File: config.mk
export PLATFORM = sky130hd
export DESIGN_NAME = pipe_stage_reg
export DESIGN_NICKNAME = d
export VERILOG_FILES = /design/src/rtl/pipe_pkg.sv /design/src/rtl/pipe_sat_counter.sv /design/src/rtl/pipe_stage_reg.sv
export SDC_FILE = /design/constraint.sdc
export NUM_CORES = 1
export LEC_CHECK = 0
export CAP_MARGIN = 20
export CORE_MARGIN = 2
export CORE_UTILIZATION = 47
export CTS_CLUSTER_DIAMETER = 40
export DETAILED_ROUTE_END_ITERATION = 12
export HOLD_SLACK_MARGIN = 0.12
export PLACE_DENSITY = 0.75
export SKIP_CTS_REPAIR_TIMING = 1
export SYNTH_ARGS = -nofsm -noshare
export SYNTH_HDL_FRONTEND = slang
export SYNTH_SLANG_ARGS = --single-unit
File: constraint.sdc
create_clock -name clk -period 4.6 [get_ports clk]
set_input_delay 0.92 -clock clk [delete_from_list [all_inputs] [get_ports clk]]
set_output_delay 0.92 -clock clk [all_outputs]
set_load 0.01 [all_outputs]
File: src/rtl/pipe_pkg.sv
`default_nettype none
// ============================================================================
// Module      : pipe_pkg
// Description : Shared types and constants for the pipeline stage register.
//               Holds the stage occupancy encoding and the MEM/WB payload
//               layout used when the stage stands in for MEM2WB.
// Revision    : 1.0 - initial release
// ============================================================================
package pipe_pkg;

    // Stage occupancy: EMPTY, main register valid, main and skid valid
    typedef enum logic [1:0] {
        ST_EMPTY = 2'd0,
        ST_ONE   = 2'd1,
        ST_FULL  = 2'd2
    } stage_state_e;

    // MEM/WB payload layout, LSB first: write_reg_address, alu_result,
    // read_data, op_type.
    localparam int MEM2WB_WREG_W      = 5;
    localparam int MEM2WB_ALU_W       = 32;
    localparam int MEM2WB_RDATA_W     = 32;
    localparam int MEM2WB_OP_W        = 4;
    localparam int MEM2WB_DATA_W      = 73;

    localparam int MEM2WB_WREG_LSB    = 0;
    localparam int MEM2WB_ALU_LSB     = MEM2WB_WREG_LSB  + MEM2WB_WREG_W;
    localparam int MEM2WB_RDATA_LSB   = MEM2WB_ALU_LSB   + MEM2WB_ALU_W;
    localparam int MEM2WB_OP_LSB      = MEM2WB_RDATA_LSB + MEM2WB_RDATA_W;

    // A zero op_type is a bubble, so an all-zero payload is a harmless NOP
    localparam logic [MEM2WB_OP_W-1:0] OP_NOP = 4'd0;

    // Assemble a MEM/WB payload from its fields
    function automatic logic [MEM2WB_DATA_W-1:0] mem2wb_pack(
        input logic [MEM2WB_OP_W-1:0]    op_type,
        input logic [MEM2WB_RDATA_W-1:0] read_data,
        input logic [MEM2WB_ALU_W-1:0]   alu_result,
        input logic [MEM2WB_WREG_W-1:0]  write_reg_address
    );
        return {op_type, read_data, alu_result, write_reg_address};
    endfunction

    // Extract the op_type field from a MEM/WB payload
    function automatic logic [MEM2WB_OP_W-1:0] mem2wb_op(
        input logic [MEM2WB_DATA_W-1:0] payload
    );
        return payload[MEM2WB_OP_LSB +: MEM2WB_OP_W];
    endfunction

endpackage : pipe_pkg
`default_nettype wire

File: src/rtl/pipe_sat_counter.sv
`default_nettype none
// ============================================================================
// Module      : pipe_sat_counter
// Description : Up-counter that sticks at its all-ones value instead of
//               wrapping. Asynchronous active-high reset clears it.
// Revision    : 1.0 - initial release
// ============================================================================
module pipe_sat_counter #(
    parameter int CNT_W = 32
) (
    input  logic             clk,
    input  logic             rst,
    input  logic             inc,
    output logic [CNT_W-1:0] cnt
);

    logic [CNT_W-1:0] cnt_q;
    logic [CNT_W-1:0] cnt_d;

    // Advance on inc unless already at the ceiling
    always_comb begin
        cnt_d = cnt_q;
        if (inc && (cnt_q != {CNT_W{1'b1}})) begin
            cnt_d = cnt_q + {{(CNT_W-1){1'b0}}, 1'b1};
        end
    end

    // Count register
    always_ff @(posedge clk or posedge rst) begin
        if (rst) begin
            cnt_q <= '0;
        end else begin
            cnt_q <= cnt_d;
        end
    end

    assign cnt = cnt_q;

endmodule : pipe_sat_counter
`default_nettype wire

File: src/rtl/pipe_stage_reg.sv
`default_nettype none
// ============================================================================
// Module      : pipe_stage_reg
// Description : Valid/ready pipeline stage register with a 2-entry skid
//               buffer. in_ready is decoded from the state register only, so
//               downstream back-pressure never reaches upstream in the same
//               cycle. flush drops every held entry and leaves a bubble.
//               Optional macro PIPE_STAGE_PERF_EN adds saturating stall and
//               bubble counters on perf_stall_cnt / perf_bubble_cnt.
// Revision    : 1.0 - initial release
// ============================================================================
module pipe_stage_reg
    import pipe_pkg::*;
#(
    parameter int                 DATA_W     = 73,
    parameter logic [DATA_W-1:0]  BUBBLE_VAL = '0,
    parameter int                 CNT_W      = 32
) (
    input  logic              clk,
    input  logic              rst,
    input  logic              flush,
    input  logic              in_valid,
    input  logic [DATA_W-1:0] in_data,
    output logic              in_ready,
    output logic              out_valid,
    output logic [DATA_W-1:0] out_data,
    input  logic              out_ready
`ifdef PIPE_STAGE_PERF_EN
    ,
    output logic [CNT_W-1:0]  perf_stall_cnt,
    output logic [CNT_W-1:0]  perf_bubble_cnt
`endif
);

    stage_state_e      state_q;
    stage_state_e      state_d;
    logic [DATA_W-1:0] main_q;
    logic [DATA_W-1:0] main_d;
    logic [DATA_W-1:0] skid_q;
    logic [DATA_W-1:0] skid_d;

    logic              in_fire;
    logic              out_fire;

    // Ready/valid decode straight from the state register
    assign in_ready  = (state_q != ST_FULL);
    assign out_valid = (state_q != ST_EMPTY);
    // Main may hold a stale entry after draining, so mask it when empty
    assign out_data  = (state_q == ST_EMPTY) ? BUBBLE_VAL : main_q;

    assign in_fire   = in_valid  & in_ready;
    assign out_fire  = out_valid & out_ready;

    // Next-state and datapath selection; flush overrides everything
    always_comb begin
        state_d = state_q;
        main_d  = main_q;
        skid_d  = skid_q;
        if (flush) begin
            // An entry accepted this cycle is dropped; one leaving completes
            state_d = ST_EMPTY;
            main_d  = BUBBLE_VAL;
            skid_d  = BUBBLE_VAL;
        end else begin
            case (state_q)
                ST_EMPTY: begin
                    if (in_fire) begin
                        main_d  = in_data;
                        state_d = ST_ONE;
                    end
                end
                ST_ONE: begin
                    if (in_fire && out_fire) begin
                        main_d  = in_data;
                    end else if (out_fire) begin
                        state_d = ST_EMPTY;
                    end else if (in_fire) begin
                        // Downstream stalled: park the newcomer behind main
                        skid_d  = in_data;
                        state_d = ST_FULL;
                    end
                end
                ST_FULL: begin
                    if (out_fire) begin
                        main_d  = skid_q;
                        state_d = ST_ONE;
                    end
                end
                default: begin
                    state_d = ST_EMPTY;
                end
            endcase
        end
    end

    // State and payload registers
    always_ff @(posedge clk or posedge rst) begin
        if (rst) begin
            state_q <= ST_EMPTY;
            main_q  <= BUBBLE_VAL;
            skid_q  <= BUBBLE_VAL;
        end else begin
            state_q <= state_d;
            main_q  <= main_d;
            skid_q  <= skid_d;
        end
    end

`ifdef PIPE_STAGE_PERF_EN
    logic stall_inc;
    logic bubble_inc;

    assign stall_inc  = out_valid & ~out_ready;
    assign bubble_inc = ~out_valid;

    // Cycles an entry waits on downstream; untouched by flush
    pipe_sat_counter #(
        .CNT_W (CNT_W)
    ) u_stall_cnt (
        .clk (clk),
        .rst (rst),
        .inc (stall_inc),
        .cnt (perf_stall_cnt)
    );

    // Cycles the stage presents no entry; untouched by flush
    pipe_sat_counter #(
        .CNT_W (CNT_W)
    ) u_bubble_cnt (
        .clk (clk),
        .rst (rst),
        .inc (bubble_inc),
        .cnt (perf_bubble_cnt)
    );
`else
    // Counter width only matters when the counters exist
    if (CNT_W < 1) begin : g_cnt_w_unused
    end
`endif

endmodule : pipe_stage_reg
`default_nettype wire
Word level (Yosys, flattened, before mapping)
Index checks and enable logic that the tools add are counted.
Widths: inputs -> output; s select.
{"block": "op_classes", "n_eq_ne": 10, "bitwise_logic": 2, "n_reduce_logical": 9, "n_mux": 17}
{"operator": "$mux 73", "count": 9}
{"operator": "$pmux 73 s3", "count": 1}
{"operator": "$mux 2", "count": 6}
{"operator": "$ne 3x3->1 const B", "count": 4}
{"operator": "$reduce_and 4->1", "count": 3}
{"operator": "$ne 2x2->1 const B", "count": 3}
{"operator": "$pmux 2 s3", "count": 1}
{"operator": "$reduce_bool 2->1", "count": 3}
{"operator": "$ne 4x4->1 const B", "count": 1}
{"operator": "$reduce_bool 4->1", "count": 1}
{"operator": "$and 1x1->1", "count": 2}
{"operator": "$eq 2x1->1 const B", "count": 1}
{"operator": "$eq 2x2->1 const B", "count": 1}
{"operator": "$logic_not 2->1", "count": 1}
{"operator": "$logic_and 1x1->1", "count": 1}
{"block": "word_totals", "ff_bits": 148, "input_bits": 78, "wordCells": 41, "output_inout_bits": 75}

Logic depth before layout (Yosys ltp)
Gate-level depths: netlist (run 1).
{"block": "depth", "word_depth": 7, "depth_mapped": 9, "mapped_depth_nobuf": 6}

Least setup slack after synthesis (run 1)
OpenSTA, ideal clock, no wires.
{"block": "synth_path", "path_kind": "flip-flop to output port", "startpoint": "register state_q[0]", "endpoint": "output port out_data[10]", "t_arrival_ps": 1390, "n_path_buf": 2, "setup_slack_ps": 2290, "required_time_ps": 3680, "stages_incl_launch_ff": 6, "path_cell_list": "dfrtp_1 inv_1 ha_1 clkbuf_1 clkbuf_1 nor2b_1"}
{"block": "synth_between", "elab_chain_len": 2}
{"item": "start, declared", "line": "pipe_stage_reg.sv:35", "rtl": "stage_state_e state_q;"}
{"item": "start signal, assigned", "line": "pipe_stage_reg.sv:103", "rtl": "state_q <= state_d;"}
{"item": "$logic_not 2->1", "line": "pipe_stage_reg.sv:49", "rtl": "assign out_data = (state_q == ST_EMPTY) ? BUBBLE_VAL : main_q;"}
{"item": "$mux 73", "line": "pipe_stage_reg.sv:49"}
{"item": "end, declared", "line": "pipe_stage_reg.sv:26", "rtl": "output logic [DATA_W-1:0] out_data,"}
No other way between the ends.

Worst setup path after layout (run 1)
{"block": "layout_path", "startpoint": "register state_q[0]", "endpoint": "output port out_data[24]"}
The elaborated chain is that of the path after synthesis.

==> results.ini, run 1 <==
[floorplanning]
die_h_microns=133
design.core.area_sq_mm=0.0165
floorplan.initialDensity=0.477
fp.dieArea_sq_mm=0.0177
die_width_microns=133
io_pins=153
fp-row-count=47

[cells_and_area]
final_layout_size_suffix_gt1_frac=0.142
final_cells=1103
synthToLayoutAreaGrowth_pct=26.1
fillCellCount=1382
multi_input_gate_area_in_the_final_layout_sq_mm=0.00358
final_area_sq_mm=0.00989
num_antenna_cells=0
regArea_sq_mm=0.00370
number_of_nets_in_the_finished_design=952

[setup_path]
critical_path.endpoint_type=output port
regToRegSetupSlack_ns=1.64
regToRegStartpoint=state_q[0]
start_kind=register
timing.critical_path.fanout_max=40
critical_path.startpoint=state_q[0]
critical_path_start_end_classification=reg2out
critical_path_arrival_ns=2.60
required_arrival_time_at_the_worst_endpoint_ns=3.68

[synth]
synthMostInstantiatedCell=sky130_fd_sc_hd__dfrtp_1
post_synth.cell_area_avg_sq_um=10.3
synth.net_count=842
synth_largest_type_area_fraction=0.472
yosys.area_share.xor_xnor=0
postSynthRegisterBits=148
synth_top_cells_by_area=sky130_fd_sc_hd__dfrtp_1 47%, sky130_fd_sc_hd__a211oi_2 11%, sky130_fd_sc_hd__mux2i_1 9.4%
synth.mux.area_fraction=0.0958
ys_dominant_reg_cell=sky130_fd_sc_hd__dfrtp_1
synth-warning-count=0
synth_compound_area_frac=0.167
yosysTopAreaCell=sky130_fd_sc_hd__dfrtp_1
synth-simple-area-share=0.184
synth_edf_count=0
synth_sequential_area_ratio=0.472
ys_async_sr_fraction=1.00
syn-cell-area_sq_mm=0.00785
syn-instance-count=760
post_synthesis_adder_cell_area_fraction=0.00638
dominant_combinational_cell_family_by_area_after_synthesis=simple AND/OR/NAND/NOR gates
synthDistinctLibCells=26
synth.top_cells.by_count=148 x sky130_fd_sc_hd__dfrtp_1, 146 x sky130_fd_sc_hd__nand2_1, 74 x sky130_fd_sc_hd__mux2i_1, 74 x sky130_fd_sc_hd__nor2b_1, 74 x sky130_fd_sc_hd__nor3_1

[clock_tree]
worstSkewPairLatency_ns=0.42
cts_max_level=4
clock-sinks=148
clock_tree_from_tritoncts=built
cts_max_path_buffers=2
worst_setup_hold_path_clk_slew_ns=0.06
cts.root.buffer_cell=sky130_fd_sc_hd__clkbuf_16
cts_buffers=17

[power_and_ir_drop]
peakVddDrop_uv=438
leakage_component_of_the_power_nw=3.78
finalPower_mw=5.59
power_per_cell_area_mw_per_mm2=565

[timing]
worst-slew-pin-transition_ns=0.921
maxClockFrequency_ghz=0.284
finClkSkew_ns=0.00789
hold_viol_final=0
timing.final.ws_setup_ns=1.08
setup_repair_after_global_routing_missed_its_margin=no
fin_crit_ns=3.52
timing.slew.headroom=0.386
setup_tns_ns=0
timing_max_transition_violations_final=0
final-setup-viol-count=0
min_period_over_period=0.764

[placement]
placed_cell_area_sq_mm=0.00926
io_buffers=152
post-place-cells=1071
place_ws_ns=1.48
dp.final_hpwl_mm=11.3
globalplace.congestion=0.734

[worst_hold_path]
min-delay-path-class=reg2reg
worst_hold_startpoint=skid_q[67]

[routing]
drtAntennaViolNets=0
finalWirelength_mm=18.8
avgViaCountPerCell=5.31
route.detailed.wl_per_inst_microns=17.1
detail_route.iter0.violations=394
drc=0
vias=5853
drt_first_pass_iters=6

[grt]
globalRoute.totalOverflow=0
first_global_vias=5930
grt_pass1_wl_mm=31.1
global_route.usage.total=0.220
grt_antenna_before_repair=0
pin_count_of_the_biggest_net_entering_global_routing=99

[status]
run_status=finished clean

[run]
maximum_capacitance_violations=0

==> through the flow <==
| step | hold WS (ns) | utilization |
|---|---|---|
| finish | 0.521 | 0.601 |
| global route | 0.539 | 0.601 |
| global placement | 0.509 | 0.562 |
| floorplan | 0.501 | - |
| CTS | 0.523 | 0.601 |
| detailed placement | 0.515 | 0.562 |
==> per-layer routing <==
metal	routed length (microns)	vias up	part of all wire	GRT usage
li1	-	2830	-	-
met1	8350	2864	0.44	0.295
met2	9470	143	0.50	0.363
met3	764	16	0.041	0.0445
met4	240	0	0.013	0.0656
met5	0	-	0	0
==> flip-flops by register name, summed over array words and instances (netlist names) <==
| name | flops |
|---|---|
| main_q | 73 |
| skid_q | 73 |
| state_q | 2 |
==> layout by cell type, fill, tap and decap left out, types with 3 or more instances in the layout <==
master                            instances
sky130_fd_sc_hd__a211oi_1                 3
sky130_fd_sc_hd__a211oi_2                70
sky130_fd_sc_hd__a21oi_1                 73
sky130_fd_sc_hd__buf_12                   4
sky130_fd_sc_hd__buf_4                    9
sky130_fd_sc_hd__bufinv_16                4
sky130_fd_sc_hd__clkbuf_16               17
sky130_fd_sc_hd__clkbuf_8                 4
sky130_fd_sc_hd__clkdlybuf4s50_1        151
sky130_fd_sc_hd__clkinv_2                 4
sky130_fd_sc_hd__dfrtp_1                148
sky130_fd_sc_hd__inv_1                    6
sky130_fd_sc_hd__mux2i_1                 74
sky130_fd_sc_hd__nand2_1                146
sky130_fd_sc_hd__nor2b_1                 74
sky130_fd_sc_hd__nor3_1                  73
==> power breakdown <==
part / internal [mW] / switching, mW
Combinational: 1.01 / 1.25
Sequential: 1.65 / 0.192
Clock: 0.963 / 0.519
Total: 3.63 / 1.96
==> critical path, cell delays in order, from the launching register on <==
cell                              delay [ns]
sky130_fd_sc_hd__dfrtp_1                0.41
sky130_fd_sc_hd__inv_1                  0.16
sky130_fd_sc_hd__ha_2                   0.73
sky130_fd_sc_hd__buf_12                 0.30
sky130_fd_sc_hd__nor2b_1                0.09
sky130_fd_sc_hd__clkdlybuf4s50_1        0.48
==> cells by family (layout without fill, tap and decap cells) <==
family | count (synthesis) | count (layout)
simple gates | 302 | 302
compound gates | 150 | 150
flops | 148 | 148
buf+inv | 81 | 204
mux | 75 | 75
fa+ha+maj | 4 | 4
==> path summary, 6_finish.rpt <==
path / endpoint / cells past startpoint
max in group asynchronous: main_q[67] / 3
worst min register to register: skid_q[67] / 2
worst max register to register: skid_q[39] / 7
min in group asynchronous: main_q[37] / 2
worst max-delay path: out_data[24] / 5
worst min-delay path: skid_q[67] / 2
==> final cells by class <==
type,instances,area share
inverters,7,0.00303
clock inverters,9,0.0150
repair buffers,165,0.169
clock buffers,23,0.0493
well taps,220,0.0278
multi-input cells,531,0.362
flip-flops and latches,148,0.374
Note: power is estimated with default switching activity, not from simulation.
==> run 2, diff against run 1 <==
==> constraint.sdc (replaced) <==
create_clock -name clk -period 3.2 [get_ports clk]
set_input_delay 0.64 -clock clk [delete_from_list [all_inputs] [get_ports clk]]
set_output_delay 0.64 -clock clk [all_outputs]
set_load 0.01 [all_outputs]
==> run 2 against run 1 <==
Net effect:
- design area is 0.76% higher
- sequential share of layout area fell by 0.28 points
- non-clock buffer count is 2 higher
==> results.ini, run 2 (synthesis results as in run 1) <==
[status]
run_status=finished clean

[floorplanning]
io_pins=153  ; unchanged
die_h_microns=133  ; unchanged
fp.dieArea_sq_mm=0.0177  ; unchanged
design.core.area_sq_mm=0.0165  ; unchanged
die_width_microns=133  ; unchanged
fp-row-count=47  ; unchanged
floorplan.initialDensity=0.477  ; unchanged

[timing]
setup_repair_after_global_routing_missed_its_margin=no
maxClockFrequency_ghz=0.339
final-setup-viol-count=0  ; unchanged
min_period_over_period=0.922
timing.slew.headroom=0.417  ; +0.0311
worst-slew-pin-transition_ns=0.875  ; -0.0466 ns
fin_crit_ns=2.95
hold_viol_final=0  ; unchanged
setup_tns_ns=0  ; unchanged
timing_max_transition_violations_final=0  ; unchanged
finClkSkew_ns=0.0105  ; +0.00258 ns
timing.final.ws_setup_ns=0.250  ; -0.835 ns

[cells_and_area]
number_of_nets_in_the_finished_design=954  ; +0.21%
final_cell_mix=151 x sky130_fd_sc_hd__clkdlybuf4s50_1, 148 x sky130_fd_sc_hd__dfrtp_1, 146 x sky130_fd_sc_hd__nand2_1, 74 x sky130_fd_sc_hd__nor2b_1, 74 x sky130_fd_sc_hd__mux2i_1
final_common_cell=sky130_fd_sc_hd__clkdlybuf4s50_1
num_antenna_cells=0  ; unchanged
synthToLayoutAreaGrowth_pct=27.1
fillCellCount=1414  ; +2.3%
layout_top_registers=main_q (73), skid_q (73), state_q (2)
final_layout_size_suffix_gt1_frac=0.144  ; +0.00210

[setup_path]
cp_num_buf_inv=3  ; unchanged
regToRegStartpoint=state_q[0]
start_kind=register
critical_path_start_end_classification=reg2out
worst_path_max_delay_cell=sky130_fd_sc_hd__ha_2
required_arrival_time_at_the_worst_endpoint_ns=2.56  ; -1.12 ns
critical_path_arrival_ns=2.31  ; -0.29 ns
crit_chain=inv_1 -> ha_2 -> buf_12 -> nor2b_1 -> clkdlybuf4s50_1
timing.critical_path.fanout_max=33  ; -18%
critical_path.startpoint=state_q[0]
timing.critical_path.max_delay_family=buffers and inverters
critical_path.endpoint_type=output port
largest_stage_delay_worst_path_ns=0.48  ; -0.25 ns

[placement]
dp.final_hpwl_mm=11.0  ; -2.9%
io_buffers=152  ; unchanged
place_ws_ns=0.602  ; -0.878 ns
globalplace.congestion=0.746  ; +1.6%

[grt]
grt_antenna_before_repair=0  ; unchanged
first_global_vias=5912  ; -0.30%
global_route.usage.total=0.219  ; -0.000774
grt_pass1_wl_mm=31.0  ; -0.24%
pin_count_of_the_biggest_net_entering_global_routing=149  ; +51%
globalRoute.totalOverflow=0  ; unchanged

[clock_tree]
worstSkewPairLatency_ns=0.42  ; about the same
worst_setup_hold_path_clk_slew_ns=0.06  ; about the same
cts_buffers=17  ; unchanged
cts_max_level=4  ; unchanged
cts.root.buffer_cell=sky130_fd_sc_hd__clkbuf_16
cts_max_path_buffers=2  ; unchanged
clock-sinks=148  ; unchanged
clock_tree_from_tritoncts=built

[run]
maximum_capacitance_violations=0  ; unchanged

[power_and_ir_drop]
power_per_cell_area_mw_per_mm2=814  ; +44%
peakVddDrop_uv=751  ; +71%
leakage_component_of_the_power_nw=3.80  ; +0.74%

[routing]
avgViaCountPerCell=5.31  ; +0.13%
detail_route.iter0.violations=383  ; -2.8%
drc=0  ; unchanged
drtAntennaViolNets=0  ; unchanged
finalWirelength_mm=18.9  ; +0.52%
route.detailed.wl_per_inst_microns=17.1  ; +0.43%
vias=5866  ; +0.22%
drt_first_pass_iters=4  ; -2

[worst_hold_path]
worst_hold_startpoint=skid_q[0]
min-delay-path-class=reg2reg

## run 2: changes by cell type in the layout (fill, tap and decap cells not counted), sizes merged
cell      delta
clkinvlp     +2
buf          +2
clkinv       -2
clkbuf       -1
## run 2: layout make-up
cell class	count	area, sq um	area share
multi-input combinational	531	3580	0.359
sequential	148	3700	0.371
inverter	7	30.0	0.00301
clock buffer	22	484	0.0486
timing repair buffer	167	1750	0.175
clock inverter	9	150	0.0151
tap	220	275	0.0276
## run 2: tightest hold or removal path, delay by kind of cell, from the launching register on
| family | cells | cell delay, ns |
|---|---|---|
| simple gates | 1 | 0.05 |
| flops | 1 | 0.37 |
| compound gates | 1 | 0.06 |
## run 2: through the flow
stage | hold slack, ns | instances | power, mW | cell area, sq um | utilization
after CTS | 0.524 | 1104 | 8.20 | 9970 | 0.605
after detailed placement | 0.516 | 1073 | 6.03 | 9340 | 0.567
after floorplan | 0.501 | 760 | 5.13 | 7850 | -
after global routing | 0.539 | 1104 | 8.59 | 9970 | 0.605
after global placement | 0.509 | 1073 | 5.96 | 9340 | 0.567
final | 0.520 | 1104 | 8.12 | 9970 | 0.605
## run 2: path summary, 6_finish.rpt
path	endpoint	cells after the start	slack, ns
min in group asynchronous	skid_q[31]	3	0.78
max in group asynchronous	main_q[39]	3	1.77
max reg2reg	main_q[54]	8	0.61
max	out_data[59]	5	0.25
min	skid_q[0]	2	0.52
min reg2reg	skid_q[0]	2	0.52
## run 2: power breakdown
group | switching, mW | internal [mW]
sequential | 0.265 | 2.37
combinational | 1.82 | 1.50
clock | 0.777 | 1.38
## run 2: metal layers
layer  track usage  vias to the layer above  wire length [microns]
li1              -                     2834                      -
met1         0.296                     2870                   8590
met2         0.357                      139                   9240
met3        0.0396                       23                    769
met4        0.0774                        0                    332
met5             0                        -                      0
